$ cat src/rtl/multi_station_issue_queue_if.sv
// ---------------------------------------------------------------------------
// multi_station_issue_queue_if
// Bundles the issue queue's handshake and data buses so that the queue and
// its producer/consumer share one connection point.
//   id_*   : decode-side allocation request (id_req flows back to decode)
//   lsu_*  : load writeback used to wake up waiting entries
//   iss_*  : issue register contents plus the downstream stall
// master : the decode/LSU/execute environment around the queue
// slave  : the issue queue itself
// ---------------------------------------------------------------------------
interface multi_station_issue_queue_if #(
  parameter int TAG_W     = 2,
  parameter int PAYLOAD_W = 32,
  parameter int REG_W     = 3
);
  logic                 id_feed;
  logic [PAYLOAD_W-1:0] id_payload;
  logic [15:0]          id_pc;
  logic [15:0]          id_k16;
  logic [REG_W-1:0]     id_src_a;
  logic [REG_W-1:0]     id_src_b;
  logic [REG_W:0]       id_dst;
  logic                 id_sf_wr;
  logic                 id_ld;
  logic                 id_st;
  logic                 id_wait_load;
  logic                 id_req;
  logic                 id_flush;

  logic                 lsu_data_wb;
  logic [TAG_W-1:0]     lsu_data_tag;
  logic [15:0]          lsu_data_in;

  logic                 iss_stall;
  logic                 iss_valid;
  logic [TAG_W-1:0]     iss_tag;
  logic [PAYLOAD_W-1:0] iss_payload;
  logic [15:0]          iss_pc;
  logic [15:0]          iss_k16;
  logic [15:0]          iss_ld_data;
  logic [REG_W:0]       iss_dst;
  logic                 iss_sf_wr;
  logic                 iss_ld;
  logic                 iss_st;

  modport master (
    output id_feed, id_payload, id_pc, id_k16, id_src_a, id_src_b, id_dst,
           id_sf_wr, id_ld, id_st, id_wait_load, id_flush,
           lsu_data_wb, lsu_data_tag, lsu_data_in, iss_stall,
    input  id_req, iss_valid, iss_tag, iss_payload, iss_pc, iss_k16,
           iss_ld_data, iss_dst, iss_sf_wr, iss_ld, iss_st
  );

  modport slave (
    input  id_feed, id_payload, id_pc, id_k16, id_src_a, id_src_b, id_dst,
           id_sf_wr, id_ld, id_st, id_wait_load, id_flush,
           lsu_data_wb, lsu_data_tag, lsu_data_in, iss_stall,
    output id_req, iss_valid, iss_tag, iss_payload, iss_pc, iss_k16,
           iss_ld_data, iss_dst, iss_sf_wr, iss_ld, iss_st
  );
endinterface

$ cat src/rtl/multi_station_issue_queue.sv
// ---------------------------------------------------------------------------
// multi_station_issue_queue
// DEPTH-entry reservation queue. Entries are allocated lowest-free-first,
// ordered by an age matrix, woken by LSU load writeback, and the oldest
// hazard-free ready entry is moved each cycle into a single issue register.
// Ports:
//   clk   : clock
//   a_rst : synchronous, active-low reset
//   bus   : slave side of multi_station_issue_queue_if (allocation, wakeup,
//           flush, issue register and downstream stall)
// ---------------------------------------------------------------------------
module multi_station_issue_queue #(
  parameter int DEPTH     = 4,
  parameter int TAG_W     = 2,
  parameter int PAYLOAD_W = 32,
  parameter int REG_W     = 3
) (
  input logic                        clk,
  input logic                        a_rst,
  multi_station_issue_queue_if.slave bus
);

  // Entry storage
  logic [DEPTH-1:0]     valid_q, valid_d;
  logic [DEPTH-1:0]     wait_q, wait_d;
  // older_q[i][j] = 1 means entry j is older than entry i
  logic [DEPTH-1:0]     older_q [DEPTH];
  logic [DEPTH-1:0]     older_d [DEPTH];
  logic [PAYLOAD_W-1:0] payload_q [DEPTH];
  logic [15:0]          pc_q [DEPTH];
  logic [15:0]          k16_q [DEPTH];
  logic [15:0]          ldData_q [DEPTH];
  logic [REG_W-1:0]     srcA_q [DEPTH];
  logic [REG_W-1:0]     srcB_q [DEPTH];
  logic [REG_W:0]       dst_q [DEPTH];
  logic [DEPTH-1:0]     sfWr_q, ld_q, st_q;

  // Issue register
  logic                 issValid_q;
  logic [TAG_W-1:0]     issTag_q;
  logic [PAYLOAD_W-1:0] issPayload_q;
  logic [15:0]          issPc_q, issK16_q, issLdData_q;
  logic [REG_W:0]       issDst_q;
  logic                 issSfWr_q, issLd_q, issSt_q;

  logic                 allocFound, allocEn, wakeEn, selEn, selFound, doIssue;
  logic [TAG_W-1:0]     allocIdx, selIdx;
  logic [DEPTH-1:0]     eligible;

  // Lowest-index free entry, judged on pre-edge state only.
  always_comb begin
    allocFound = 1'b0;
    allocIdx   = '0;
    for (int i = DEPTH - 1; i >= 0; i--) begin
      if (!valid_q[i]) begin
        allocFound = 1'b1;
        allocIdx   = TAG_W'(i);
      end
    end
  end

  assign allocEn = bus.id_feed & allocFound & ~bus.id_flush;
  assign wakeEn  = bus.lsu_data_wb & valid_q[bus.lsu_data_tag] & wait_q[bus.lsu_data_tag];
  assign selEn   = ~(issValid_q & bus.iss_stall);

  // An entry is eligible when it is ready and has no register, flag or
  // memory-ordering conflict with any valid entry older than itself.
  always_comb begin
    eligible = '0;
    for (int i = 0; i < DEPTH; i++) begin
      eligible[i] = valid_q[i] & ~wait_q[i];
      for (int j = 0; j < DEPTH; j++) begin
        if (older_q[i][j] && valid_q[j]) begin
          if (dst_q[j][REG_W] && ((srcA_q[i] == dst_q[j][REG_W-1:0]) ||
                                  (srcB_q[i] == dst_q[j][REG_W-1:0])))
            eligible[i] = 1'b0;
          if (dst_q[i][REG_W] && ((dst_q[i][REG_W-1:0] == srcA_q[j]) ||
                                  (dst_q[i][REG_W-1:0] == srcB_q[j])))
            eligible[i] = 1'b0;
          if (dst_q[i][REG_W] && dst_q[j][REG_W] &&
              (dst_q[i][REG_W-1:0] == dst_q[j][REG_W-1:0]))
            eligible[i] = 1'b0;
          if (sfWr_q[i] && sfWr_q[j])
            eligible[i] = 1'b0;
          if ((ld_q[i] && st_q[j]) || (st_q[i] && (ld_q[j] || st_q[j])))
            eligible[i] = 1'b0;
        end
      end
    end
  end

  // The age matrix totally orders valid entries, so exactly one eligible
  // entry has no eligible elder whenever any entry is eligible.
  always_comb begin
    selFound = 1'b0;
    selIdx   = '0;
    for (int i = 0; i < DEPTH; i++) begin
      if (eligible[i] && ((older_q[i] & eligible) == '0)) begin
        selFound = 1'b1;
        selIdx   = TAG_W'(i);
      end
    end
  end

  assign doIssue = selEn & selFound;

  // The new row is written before the column clears so that an entry
  // issuing on the same edge is not recorded as older than the newcomer.
  always_comb begin
    valid_d = valid_q;
    wait_d  = wait_q;
    for (int k = 0; k < DEPTH; k++) older_d[k] = older_q[k];
    if (allocEn) begin
      valid_d[allocIdx] = 1'b1;
      wait_d[allocIdx]  = bus.id_wait_load;
      older_d[allocIdx] = valid_q;
      for (int k = 0; k < DEPTH; k++) older_d[k][allocIdx] = 1'b0;
    end
    if (doIssue) begin
      valid_d[selIdx] = 1'b0;
      for (int k = 0; k < DEPTH; k++) older_d[k][selIdx] = 1'b0;
    end
    if (wakeEn) wait_d[bus.lsu_data_tag] = 1'b0;
    if (bus.id_flush) begin
      valid_d = '0;
      wait_d  = '0;
      for (int k = 0; k < DEPTH; k++) older_d[k] = '0;
    end
  end

  always_ff @(posedge clk) begin
    if (!a_rst) begin
      valid_q <= '0;
      wait_q  <= '0;
      sfWr_q  <= '0;
      ld_q    <= '0;
      st_q    <= '0;
      for (int k = 0; k < DEPTH; k++) begin
        older_q[k]   <= '0;
        payload_q[k] <= '0;
        pc_q[k]      <= '0;
        k16_q[k]     <= '0;
        ldData_q[k]  <= '0;
        srcA_q[k]    <= '0;
        srcB_q[k]    <= '0;
        dst_q[k]     <= '0;
      end
    end else begin
      valid_q <= valid_d;
      wait_q  <= wait_d;
      for (int k = 0; k < DEPTH; k++) older_q[k] <= older_d[k];
      if (allocEn) begin
        payload_q[allocIdx] <= bus.id_payload;
        pc_q[allocIdx]      <= bus.id_pc;
        k16_q[allocIdx]     <= bus.id_k16;
        ldData_q[allocIdx]  <= '0;
        srcA_q[allocIdx]    <= bus.id_src_a;
        srcB_q[allocIdx]    <= bus.id_src_b;
        dst_q[allocIdx]     <= bus.id_dst;
        sfWr_q[allocIdx]    <= bus.id_sf_wr;
        ld_q[allocIdx]      <= bus.id_ld;
        st_q[allocIdx]      <= bus.id_st;
      end
      if (wakeEn && !bus.id_flush) ldData_q[bus.lsu_data_tag] <= bus.lsu_data_in;
    end
  end

  // Flush only guarantees iss_valid; the data fields may stay stale.
  always_ff @(posedge clk) begin
    if (!a_rst) begin
      issValid_q   <= 1'b0;
      issTag_q     <= '0;
      issPayload_q <= '0;
      issPc_q      <= '0;
      issK16_q     <= '0;
      issLdData_q  <= '0;
      issDst_q     <= '0;
      issSfWr_q    <= 1'b0;
      issLd_q      <= 1'b0;
      issSt_q      <= 1'b0;
    end else if (bus.id_flush) begin
      issValid_q <= 1'b0;
    end else if (selEn) begin
      issValid_q <= selFound;
      if (selFound) begin
        issTag_q     <= selIdx;
        issPayload_q <= payload_q[selIdx];
        issPc_q      <= pc_q[selIdx];
        issK16_q     <= k16_q[selIdx];
        issLdData_q  <= ldData_q[selIdx];
        issDst_q     <= dst_q[selIdx];
        issSfWr_q    <= sfWr_q[selIdx];
        issLd_q      <= ld_q[selIdx];
        issSt_q      <= st_q[selIdx];
      end
    end
  end

  assign bus.id_req      = allocFound;
  assign bus.iss_valid   = issValid_q;
  assign bus.iss_tag     = issTag_q;
  assign bus.iss_payload = issPayload_q;
  assign bus.iss_pc      = issPc_q;
  assign bus.iss_k16     = issK16_q;
  assign bus.iss_ld_data = issLdData_q;
  assign bus.iss_dst     = issDst_q;
  assign bus.iss_sf_wr   = issSfWr_q;
  assign bus.iss_ld      = issLd_q;
  assign bus.iss_st      = issSt_q;

endmodule
$ cat src/flat_wrapper.sv
// flat-port wrapper written by rule: the top's interface ports become plain ports
module multi_station_issue_queue_flat 
#(
  parameter int DEPTH     = 4,
  parameter int TAG_W     = 2,
  parameter int PAYLOAD_W = 32,
  parameter int REG_W     = 3
)
  (clk, a_rst, bus_id_feed, bus_id_payload, bus_id_pc, bus_id_k16, bus_id_src_a, bus_id_src_b, bus_id_dst, bus_id_sf_wr, bus_id_ld, bus_id_st, bus_id_wait_load, bus_id_flush, bus_lsu_data_wb, bus_lsu_data_tag, bus_lsu_data_in, bus_iss_stall, bus_id_req, bus_iss_valid, bus_iss_tag, bus_iss_payload, bus_iss_pc, bus_iss_k16, bus_iss_ld_data, bus_iss_dst, bus_iss_sf_wr, bus_iss_ld, bus_iss_st);
  multi_station_issue_queue_if #(.TAG_W(TAG_W), .PAYLOAD_W(PAYLOAD_W), .REG_W(REG_W)) bus_i ();
  input logic clk;
  input logic a_rst;
  input wire logic [$bits(bus_i.id_feed)-1:0] bus_id_feed;
  input wire logic [$bits(bus_i.id_payload)-1:0] bus_id_payload;
  input wire logic [$bits(bus_i.id_pc)-1:0] bus_id_pc;
  input wire logic [$bits(bus_i.id_k16)-1:0] bus_id_k16;
  input wire logic [$bits(bus_i.id_src_a)-1:0] bus_id_src_a;
  input wire logic [$bits(bus_i.id_src_b)-1:0] bus_id_src_b;
  input wire logic [$bits(bus_i.id_dst)-1:0] bus_id_dst;
  input wire logic [$bits(bus_i.id_sf_wr)-1:0] bus_id_sf_wr;
  input wire logic [$bits(bus_i.id_ld)-1:0] bus_id_ld;
  input wire logic [$bits(bus_i.id_st)-1:0] bus_id_st;
  input wire logic [$bits(bus_i.id_wait_load)-1:0] bus_id_wait_load;
  input wire logic [$bits(bus_i.id_flush)-1:0] bus_id_flush;
  input wire logic [$bits(bus_i.lsu_data_wb)-1:0] bus_lsu_data_wb;
  input wire logic [$bits(bus_i.lsu_data_tag)-1:0] bus_lsu_data_tag;
  input wire logic [$bits(bus_i.lsu_data_in)-1:0] bus_lsu_data_in;
  input wire logic [$bits(bus_i.iss_stall)-1:0] bus_iss_stall;
  output wire logic [$bits(bus_i.id_req)-1:0] bus_id_req;
  output wire logic [$bits(bus_i.iss_valid)-1:0] bus_iss_valid;
  output wire logic [$bits(bus_i.iss_tag)-1:0] bus_iss_tag;
  output wire logic [$bits(bus_i.iss_payload)-1:0] bus_iss_payload;
  output wire logic [$bits(bus_i.iss_pc)-1:0] bus_iss_pc;
  output wire logic [$bits(bus_i.iss_k16)-1:0] bus_iss_k16;
  output wire logic [$bits(bus_i.iss_ld_data)-1:0] bus_iss_ld_data;
  output wire logic [$bits(bus_i.iss_dst)-1:0] bus_iss_dst;
  output wire logic [$bits(bus_i.iss_sf_wr)-1:0] bus_iss_sf_wr;
  output wire logic [$bits(bus_i.iss_ld)-1:0] bus_iss_ld;
  output wire logic [$bits(bus_i.iss_st)-1:0] bus_iss_st;
  assign bus_i.id_feed = bus_id_feed;
  assign bus_i.id_payload = bus_id_payload;
  assign bus_i.id_pc = bus_id_pc;
  assign bus_i.id_k16 = bus_id_k16;
  assign bus_i.id_src_a = bus_id_src_a;
  assign bus_i.id_src_b = bus_id_src_b;
  assign bus_i.id_dst = bus_id_dst;
  assign bus_i.id_sf_wr = bus_id_sf_wr;
  assign bus_i.id_ld = bus_id_ld;
  assign bus_i.id_st = bus_id_st;
  assign bus_i.id_wait_load = bus_id_wait_load;
  assign bus_i.id_flush = bus_id_flush;
  assign bus_i.lsu_data_wb = bus_lsu_data_wb;
  assign bus_i.lsu_data_tag = bus_lsu_data_tag;
  assign bus_i.lsu_data_in = bus_lsu_data_in;
  assign bus_i.iss_stall = bus_iss_stall;
  assign bus_id_req = bus_i.id_req;
  assign bus_iss_valid = bus_i.iss_valid;
  assign bus_iss_tag = bus_i.iss_tag;
  assign bus_iss_payload = bus_i.iss_payload;
  assign bus_iss_pc = bus_i.iss_pc;
  assign bus_iss_k16 = bus_i.iss_k16;
  assign bus_iss_ld_data = bus_i.iss_ld_data;
  assign bus_iss_dst = bus_i.iss_dst;
  assign bus_iss_sf_wr = bus_i.iss_sf_wr;
  assign bus_iss_ld = bus_i.iss_ld;
  assign bus_iss_st = bus_i.iss_st;
  multi_station_issue_queue #(.DEPTH(DEPTH), .TAG_W(TAG_W), .PAYLOAD_W(PAYLOAD_W), .REG_W(REG_W)) u_core (.clk(clk), .a_rst(a_rst), .bus(bus_i));
endmodule
$ cat config.mk
export PLATFORM = sky130hd
export DESIGN_NAME = multi_station_issue_queue_flat
export DESIGN_NICKNAME = d
export VERILOG_FILES = /design/src/rtl/multi_station_issue_queue_if.sv /design/src/rtl/multi_station_issue_queue.sv /design/src/flat_wrapper.sv
export SDC_FILE = /design/constraint.sdc
export NUM_CORES = 1
export LEC_CHECK = 0
export CORE_ASPECT_RATIO = 1.1
export CORE_UTILIZATION = 25
export CTS_BUF_LIST = sky130_fd_sc_hd__clkbuf_4
export CTS_CLUSTER_DIAMETER = 30
export DETAILED_ROUTE_END_ITERATION = 7
export PLACE_DENSITY = 0.45
export SETUP_SLACK_MARGIN = 0.4
export SLEW_MARGIN = 20
export SYNTH_ARGS = -nofsm -noshare
export SYNTH_HDL_FRONTEND = slang
export SYNTH_SLANG_ARGS = --single-unit
$ cat constraint.sdc
create_clock -name clk -period 7.4 [get_ports clk]
set_clock_uncertainty 0.2 [all_clocks]
set_input_delay 0.74 -clock clk [delete_from_list [all_inputs] [get_ports clk]]
set_output_delay 0.74 -clock clk [all_outputs]
set_load 0.01 [all_outputs]
# ---- Word-level counts from Yosys, hierarchy flattened
# Memories as Yosys holds them, arrays and structs flattened. A register that Yosys moved wholly into a read port is not among the register bits.
# Cells that the tools add are included.
dict set report word_totals {
  output_inout_bits 91
  reg_bits 26
  ram_bits 376
  word_cells 504
  inputBits 102
  n_memories 8
}
# name depth word_bits rd rd_ports_with_merged_regs write_ports line_no
set memory_table {}
lappend memory_table {u_core.payload_q 4 32 1 1 4 multi_station_issue_queue.sv:29} ;# logic [PAYLOAD_W-1:0] payload_q [DEPTH];
lappend memory_table {u_core.k16_q 4 16 1 1 4 multi_station_issue_queue.sv:31} ;# logic [15:0] k16_q [DEPTH];
lappend memory_table {u_core.ldData_q 4 16 1 1 4 multi_station_issue_queue.sv:32} ;# logic [15:0] ldData_q [DEPTH];
lappend memory_table {u_core.pc_q 4 16 1 1 4 multi_station_issue_queue.sv:30} ;# logic [15:0] pc_q [DEPTH];
lappend memory_table {u_core.dst_q 4 4 5 1 4 multi_station_issue_queue.sv:35} ;# logic [REG_W:0] dst_q [DEPTH];
lappend memory_table {u_core.older_q 4 4 4 0 4 multi_station_issue_queue.sv:27} ;# logic [DEPTH-1:0] older_q [DEPTH];
lappend memory_table {{+2 memories} - - - - - -}
dict set report op_classes {
  n_mux 177
  reduce_logical 185
  n_eq_ne 76
  n_lt_le_gt_ge 8
  n_bitwise 40
}
# op count
set op_table {}
lappend op_table {{$eq 3x3->1} 76}
lappend op_table {{$mux 1} 129}
lappend op_table {{$logic_and 1x1->1} 113}
lappend op_table {{$mux 16} 7}
lappend op_table {{$reduce_or 16->1} 4}
lappend op_table {{$and 4x4->4} 14}
lappend op_table {{$logic_or 1x1->1} 52}
lappend op_table {{$mux 4} 10}
lappend op_table {{$mux 32} 1}
lappend op_table {{$reduce_or 32->1} 1}
lappend op_table {{$mux 2} 14}
lappend op_table {{$bwmux 16} 1}
lappend op_table {{$bwmux 4} 4}
lappend op_table {{$logic_not 4->1} 4}
lappend op_table {{$not 4->4} 3}
lappend op_table {{$and 1x1->1} 10}
lappend op_table {{$bmux 1 s2} 5}
lappend op_table {{$lt 2x3->1 const B} 3}
lappend op_table {{$demux 4 s2} 1}
lappend op_table {{$not 1->1} 7}
lappend op_table {{$demux 1 s2} 3}
lappend op_table {{$ge 2x1->1 const B} 3}
lappend op_table {{$logic_not 1->1} 6}
lappend op_table {{$mux 3} 2}
lappend op_table {{other kinds (9)} 13}

# ---- Longest topological paths before layout
# Gate-level depths: netlist of run 1.
# An unclocked memory read counts as a cell.
dict set report depth {
  depth_word 43
  ltp_mapped 14
  mapped_depth_nobuf 9
}

# ---- Worst setup path after synthesis of run 1
# Ideal clock, no wire load.
dict set report synth_path {
  path_type {input to register}
  startpoint {input bus_id_feed}
  endpoint {memory u_core.ldData_q[1][0], enable pin}
  n_path_buf 1
  required_ns 6.864
  setup_time_ns 0.336
  arrival_time_ns 3.624
  setup_slack_ns 3.241
  stages 6
  path_cell_list {nor2b_1 -> nand2_1 -> or2_2 -> clkbuf_1 -> nand2_1 -> or2_2}
}
# element line_no
set synth_lines {}
lappend synth_lines {{start, declared} flat_wrapper.sv:13} ;# input wire logic [$bits(bus_i.id_feed)-1:0] bus_id_feed;
lappend synth_lines {{end, declared} multi_station_issue_queue.sv:32}

==> impl_summary.md, run 1 <==
Timing
At the pin with the least slew margin, the transition time is 1.13 ns. Setup repair after global routing left no endpoint under its margin. The part of the cycle the worst path needs is 71.0%.

The number of pins exceeding their max-slew limit in the final report is 0. The aggregate negative setup slack is 0 ns. The final hold violation count is 0. In this run the tightest slew margin relative to its limit is 24.6%.

After layout, the minimum clock period comes to 5.26 ns. The total of endpoints with negative setup slack in the final report is 0. The worst-case hold slack is 0.283 ns.

The maximum clock frequency is 0.190 GHz.

Pwr
The static leakage power is 0.00982 uW. Summing internal, switching and leakage power gives 6230 uW. The maximum vdd ir drop is 0.0000852 V.

The power density of the placed cells is 232 mW/mm^2.

Route
The mean routed wirelength per cell is 23.4 um. The count of nets left with antenna violations once routing finished came out at 0. The violation count after the first detailed-routing iteration is 1158. The wire length after detailed routing is 78800 um. The detailed-router iteration count before antenna repair is 5. For this run, design rule violations remaining after detail routing come to 0. Using the TritonRoute via totals, the vias-per-cell ratio works out to 4.96. The overall via count from detail_route is 16711.

Final layout
The fraction of final layout cells with drive strength greater than 1 is 14.0%. The area of the multi-input gates is 0.00771 mm^2. The growth of design area from synthesis to finish is 22.0%. The storage element area is 0.0133 mm^2. The final instance area is 0.0269 mm^2. After filler insertion, the fill cell instance count of the layout stands at 8949. The end-of-flow core utilization is 31.0%. For this run, the post-layout net count is 2204.

Critical path
The data required time at the worst endpoint is 8.07 ns. The worst setup path is of the flip-flop to flip-flop kind. In this run the worst path has a maximum fanout of 70. The critical path data arrival time is 5.93 ns.

The critical path capture point type is a flip-flop. STA classifies the critical path startpoint as a flip-flop.

Placed design
The number of buffers added on ports is 192. The area after detailed placement is 0.0250 mm^2. Summed over all nets, the half-perimeter wirelength after detailed placement is 43600 um. The congestion estimate from routability-driven global placement came to 0.877.

Logic synthesis
The total nets after synthesis is 2012. In this run, distinct cell masters in the synthesized netlist total 60. The cell area that synthesis handed to floorplanning was 0.0220 mm^2. For this run, asynchronously set or reset flops after synthesis account for 0%.

The flip-flop and latch count after synthesis is 486. Summing the sequential cell areas from Yosys gives 60.5% of the chip area. A synthesized cell averages 11.5 um^2. The count of synthesis-stage warnings from yosys is 0. Synthesis produced a netlist whose cell count is 1910. The dominant register cell in the synthesized netlist is sky130_fd_sc_hd__edfxtp_1. The synthesized design contains 360 enable-type register cells.

Clock tree
CTS built an H-tree with a depth of 4. The clock insertion delay at the later pin of the skew report is 0.99 ns. The cell chosen for the clock root is sky130_fd_sc_hd__clkbuf_4. The cts-stage hold buffer count is 1.

The number of clock buffers inserted by TritonCTS is 142. The post-CTS repair timing setup buffer count is 0. The clock tree buffer depth is 3.

The total number of clock tree sinks is 486. In this run, post-CTS repair resized a total of 0 instances. The CTS tree is done. The clock slew at the register clock pins of the worst setup and hold paths is 0.07 ns.

Global route
The first global-routing pass estimated 115000 um of wire. The via count of the first global-routing pass came to 17330. The maximum number of pins on one net before global-route repair is 179. The sum of overflow across all layers after global routing is 0. The total routing resource utilization after global routing is 17.4%. The number of antenna violations at the first check in global routing is 1.

Worst hold path
The classification of the worst-slack hold path is flip-flop to flip-flop.

Die
The chip height is 313 um. The die is 285 um wide. The floorplan has 113 rows.

The die covers 0.0893 mm^2. The placeable core region is 0.0868 mm^2. For this design the top-level I/O count stands at 193. The initial utilization of the core area, before any placement, comes to 25.4%.

Job
The number of max-cap violations is 0.

Outcome
The flow ran to the end, and the final reports show no timing, DRC or antenna violations.
==> final timing paths <==
path,from,to,slack (ns),cells after the start
min reg2reg,u_core.bus.iss_tag[1],u_core.bus.iss_tag[1],0.28,2
min,u_core.bus.iss_tag[1],u_core.bus.iss_tag[1],0.28,2
max reg2reg,u_core.dst_q[0][2],u_core.bus.iss_payload[22],2.14,10
max,u_core.dst_q[0][2],u_core.bus.iss_payload[22],2.14,10
==> synthesized netlist by cell type, types with 19 or more instances <==
cell                       number  area [um^2]
sky130_fd_sc_hd__buf_1         19         71.3
sky130_fd_sc_hd__o221a_2       23          259
sky130_fd_sc_hd__clkbuf_1     109          409
sky130_fd_sc_hd__o221a_1       60          676
sky130_fd_sc_hd__inv_1         89          334
sky130_fd_sc_hd__a21oi_1      112          561
sky130_fd_sc_hd__a221o_1       83          831
sky130_fd_sc_hd__xor2_1        75          657
sky130_fd_sc_hd__edfxtp_1     360        10800
sky130_fd_sc_hd__dfxtp_1      126         2520
sky130_fd_sc_hd__nor2_1       240          901
sky130_fd_sc_hd__nand2_1      141          529
sky130_fd_sc_hd__and2_1        68          425
sky130_fd_sc_hd__mux2i_1       87          871
sky130_fd_sc_hd__buf_2         24          120
sky130_fd_sc_hd__o22ai_1       93          582
sky130_fd_sc_hd__nor4_1        23          144
==> critical path, cell delays in order, from the launching register on <==
cell                       delay, ns
sky130_fd_sc_hd__edfxtp_1       0.73
sky130_fd_sc_hd__xor2_1         0.22
sky130_fd_sc_hd__nor4_1         0.09
sky130_fd_sc_hd__nor4_2         0.42
sky130_fd_sc_hd__a21oi_1        0.19
sky130_fd_sc_hd__or4_1          0.54
sky130_fd_sc_hd__or4b_4         0.54
sky130_fd_sc_hd__o21a_4         0.33
sky130_fd_sc_hd__a21oi_4        0.52
sky130_fd_sc_hd__buf_4          0.93
sky130_fd_sc_hd__o221a_2        0.32
==> placed cells by master (no fill, tap or decap), types with 32 or more instances in the layout <==
master                            Yosys  routed
sky130_fd_sc_hd__a21oi_1            112     111
sky130_fd_sc_hd__clkbuf_4             0     208
sky130_fd_sc_hd__clkinv_1             1      32
sky130_fd_sc_hd__nor2_1             240     239
sky130_fd_sc_hd__a221o_1             83      83
sky130_fd_sc_hd__edfxtp_1           360     360
sky130_fd_sc_hd__mux2i_1             87      87
sky130_fd_sc_hd__inv_1               89      89
sky130_fd_sc_hd__o221a_1             60      60
sky130_fd_sc_hd__dfxtp_1            126     126
sky130_fd_sc_hd__xor2_1              75      75
sky130_fd_sc_hd__clkdlybuf4s50_1      0     191
sky130_fd_sc_hd__o22ai_1             93      93
sky130_fd_sc_hd__nand2_1            141     137
sky130_fd_sc_hd__and2_1              68      68
==> cells by family after synthesis <==
logic type,share of synthesized area (%)
compound gates,15.7
xor+xnor,3.34
buf+inv,5.11
flops,60.5
mux,3.95
simple gates,11.4
==> state kept, by name, indices dropped and copies added (netlist names), 32 cells and up <==
| name | flops |
|---|---|
| u_core.payload_q | 128 |
| u_core.k16_q | 64 |
| u_core.pc_q | 64 |
| u_core.bus.iss_payload | 32 |
| u_core.ldData_q | 64 |
==> area by class of cell <==
cell class,count,share of cell area (%)
antenna,3,0.0279
tap,1150,5.35
clock inverter,53,1.31
inverter,90,1.26
multi-input combinational,1164,28.7
clock buffer,208,5.81
timing repair buffer,218,8.01
sequential,486,49.6
==> stage by stage <==
| step | worst slack (ns) | instances |
|---|---|---|
| after floorplan | 3.24 | 1910 |
| after global placement | 2.21 | 3107 |
| after detailed placement | 2.17 | 3107 |
| after CTS | 2.10 | 3369 |
| after global routing | 1.89 | 3370 |
| final | 2.14 | 3372 |
==> layer usage <==
| layer | share of wire [%] | routed length [um] | track usage (%) |
|---|---|---|---|
| met5 | 0 | 0 | 0 |
| met4 | 2.4 | 1880 | 6.47 |
| met3 | 4.9 | 3890 | 3.56 |
| met2 | 50 | 39200 | 29.7 |
| met1 | 43 | 33900 | 21.5 |
==> power by group <==
group	leakage, uW	switching, uW	total (uW)	internal [uW]
clock network	0.00113	1200	2670	1470
registers	0.00480	74.7	3110	3030
logic	0.00388	266	450	184
total	0.00982	1540	6230	4690
(Power assumes the default switching activity.)
==> run 2, diff against run 1 <==
==> constraint.sdc (replaced) <==
create_clock -name clk -period 5.45 [get_ports clk]
set_clock_uncertainty 0.2 [all_clocks]
set_input_delay 0.545 -clock clk [delete_from_list [all_inputs] [get_ports clk]]
set_output_delay 0.545 -clock clk [all_outputs]
set_load 0.01 [all_outputs]
==> run 2 against run 1 <==
Combinational power up 37%. Wire length is 1.2% lower. Die area stayed put. Worst setup slack worse by 1.4 ns. First-iteration DRC count is 2.5% higher. Fmax grew 11%. Clock power grew 39%. Global-route usage shrank 0.32 points. Register-to-register slack worse by 1.4 ns. Core utilization increased by 0.32 points. Worst hold slack got worse by 0.15 ns.
==> impl_summary.md, run 2 (synthesis results as in run 1) <==
Die
The placeable core region is 0.0868 mm^2 (unchanged). The number of placed I/O pins was 193 (unchanged). The chip height came to 313 um (unchanged).

The number of placement rows is 113 (unchanged). The effective utilization at floorplan is 25.4% (unchanged). The die footprint is 0.0893 mm^2 (unchanged). The die span in x came to 285 um (unchanged).

Critical path
The highest cell delay on the worst timing path is 0.76 ns (-0.17 ns). The most numerous cell type found on the critical path is sky130_fd_sc_hd__nor4_1. The critical path data arrival time is 5.35 ns (-0.58 ns). The type of element launching the critical path is a flip-flop. Grouping stages by cell kind, the critical path spends the most delay in compound AO/OA/AOI/OAI gates. The critical path capture point type is a flip-flop.

The cell with the largest stage delay on the worst path is sky130_fd_sc_hd__edfxtp_1. The sum of buffers and inverters on the critical path is 1 (unchanged). The maximum net fanout on the critical path is 26 (-63%). The worst setup path is of the flip-flop to flip-flop kind. Walking the worst path, the cells encountered are xor2_1, nor4_1, nor4_1, a21oi_1, nor4_1, a31o_4, buf_4, o21ai_0, o311a_1, and2_1. The data required time at the worst endpoint was 6.08 ns (-1.99 ns).

Timing
The normalized max-slew margin is 29.5% (+4.9 points). The part of the cycle the worst path needs is 86.5% (+15 points). Setup repair after global routing left no endpoint under its margin. The minimum clock period after layout is 4.72 ns (-0.542 ns). The transition at the pin with the smallest max-transition slack was 1.05 ns (-0.0764 ns).

The aggregate negative setup slack is 0 ns (unchanged). The total of endpoints with negative setup slack in the final report is 0 (unchanged). The maximum clock frequency was 0.212 GHz (+11%).

The number of pins exceeding their max-slew limit in the final report is 0 (unchanged). The final hold violation count came to 0 (unchanged).

Route
The detailed-router iteration count before antenna repair is 5 (unchanged). The wire length after detailed routing is 77900 um (-1.2%). The mean routed wirelength per cell is 23.0 um (-1.8%). The violation count after the first detailed-routing iteration was 1187 (+2.5%). The overall via count from detail_route is 16751 (+0.24%). The number of DRC violations after detailed routing is 0 (unchanged). The remaining number of nets flagged by the antenna check after routing is 0 (unchanged). The detailed-route vias per instance is 4.94 (-0.35%).

Clock tree
The CTS tree is done. The clock slew at the register clock pins of the worst setup and hold paths is 0.07 ns (about the same). The cell chosen for the clock root is sky130_fd_sc_hd__clkbuf_4.

The clock insertion delay at the later pin of the skew report is 0.98 ns (about the same). The clock tree buffer depth came to 3 (unchanged). The number of clock buffers inserted by TritonCTS is 143 (+0.70%). The post-CTS repair timing setup buffer count is 0 (unchanged). The H-tree depth is 4 (unchanged).

The total number of clock tree sinks is 486 (unchanged).

Job
The number of max-cap violations is 0 (unchanged).

Final layout
The growth of design area from synthesis to finish is 23.3%. Leaving out fill and tap cells, the most frequent cell in the layout is sky130_fd_sc_hd__edfxtp_1. The area of the multi-input gates was 0.00771 mm^2 (unchanged). The fraction of final layout cells with drive strength greater than 1 was 14.2% (+0.17 points). Ranked by flip-flop count, first place goes to u_core.payload_q. The flip-flop count of the largest register after layout came to 128 (unchanged). The post-route non-filler standard cell count was 3392 (+0.59%). The storage element area is 0.0133 mm^2 (unchanged). The end-of-flow core utilization was 31.3% (+0.32 points). The number of filler cells placed in the layout was 9002 (+0.59%). The number of nets in the final layout is 2225 (+0.95%). The library cells used most frequently in the layout, excluding fill and tap cells, are sky130_fd_sc_hd__edfxtp_1, sky130_fd_sc_hd__nor2_1, sky130_fd_sc_hd__clkbuf_4, sky130_fd_sc_hd__clkdlybuf4s50_1, sky130_fd_sc_hd__nand2_1.

Global route
The via count of the first global-routing pass came to 17134 (-1.1%). The sum of overflow across all layers after global routing is 0 (unchanged). The maximum number of pins on one net before global-route repair is 179 (unchanged).

The total routing resource utilization after global routing is 17.1% (-0.32 points). The number of antenna violations at the first check in global routing is 1 (unchanged). The global-route wire length before repair is 113000 um (-1.9%).

Placed design
The final RePlAce weighted congestion is 0.869 (-0.96%). The half-perimeter wire length of the detailed placement result is 44500 um (+2.1%). The number of buffers added on ports is 192 (unchanged). The post-placement cell count was 3112 (+0.16%).

Pwr
The maximum vdd ir drop is 0.000155 V (+82%). The static leakage power came to 0.00996 uW (+1.4%). The power density of the placed cells was 315 mW/mm^2 (+36%).

Outcome
The flow ran to the end, and the final reports show no timing, DRC or antenna violations.

Worst hold path
In this run the worst hold path is classified as primary input to flip-flop.
## run 2: changes by cell type in the layout (fill, tap and decap cells not counted), moves of 4 or more
cell	before	now
sky130_fd_sc_hd__dlygate4sd3_1	1	16
sky130_fd_sc_hd__clkinv_2	9	17
sky130_fd_sc_hd__clkbuf_4	208	203
sky130_fd_sc_hd__buf_12	3	7
## run 2: worst min-delay path, stage by stage
cell and delay [ns]:
sky130_fd_sc_hd__clkdlybuf4s50_1 0.49, sky130_fd_sc_hd__nand2_1 0.11, sky130_fd_sc_hd__inv_1 0.07
## run 2: area by class of cell
cell class / count / share of cell area, %
clock buffers: 203 / 5.61
well taps: 1150 / 5.29
multi-input cells: 1164 / 28.4
inverters: 90 / 1.24
clock inverters: 60 / 1.62
repair buffers: 238 / 8.80
diodes: 1 / 0.00921
flip-flops and latches: 486 / 49.1
## run 2: report_power, final
group | internal (uW) | switching, uW
clock network | 2070 | 1650
registers | 4120 | 105
logic | 261 | 357
total | 6440 | 2120
## run 2: repair_timing
action	4_1_cts	5_1_grt
resized for setup	0	0
hold endpoints to repair	55	0
hold buffers	16	0
## run 2: per-stage QoR
stage          total power (uW)  instance area, um^2  setup WS [ns]  hold slack, ns
3_5_place_dp               4920                25100          0.782           0.289
5_1_grt                    8920                27200          0.533          0.0474
3_3_place_gp               4910                25100          0.690           0.279
2_1_floorplan              4580                22000           1.49           0.250
4_1_cts                    8700                27200          0.730        0.000201
6_report                   8560                27200          0.734           0.133
## run 2: path summary, 6_finish.rpt
| kind | start | to | slack [ns] | depth (start not counted) |
|---|---|---|---|---|
| worst max-delay path | u_core.dst_q[1][0] | u_core.older_q[0][0] | 0.73 | 10 |
| worst min-delay path | bus_id_payload[10] | u_core.payload_q[3][10] | 0.13 | 3 |
| worst max register to register | u_core.dst_q[1][0] | u_core.older_q[0][0] | 0.73 | 10 |
| worst min register to register | u_core.bus.iss_tag[0] | u_core.bus.iss_tag[0] | 0.30 | 2 |
## run 2: per-layer routing
layer	vias to the layer above	wire length [um]	global-route usage (%)
met5	-	0	0
met4	0	1610	5.76
met3	98	3880	3.24
met2	527	39100	29.5
met1	8513	33300	21.2
li1	7613	-	-
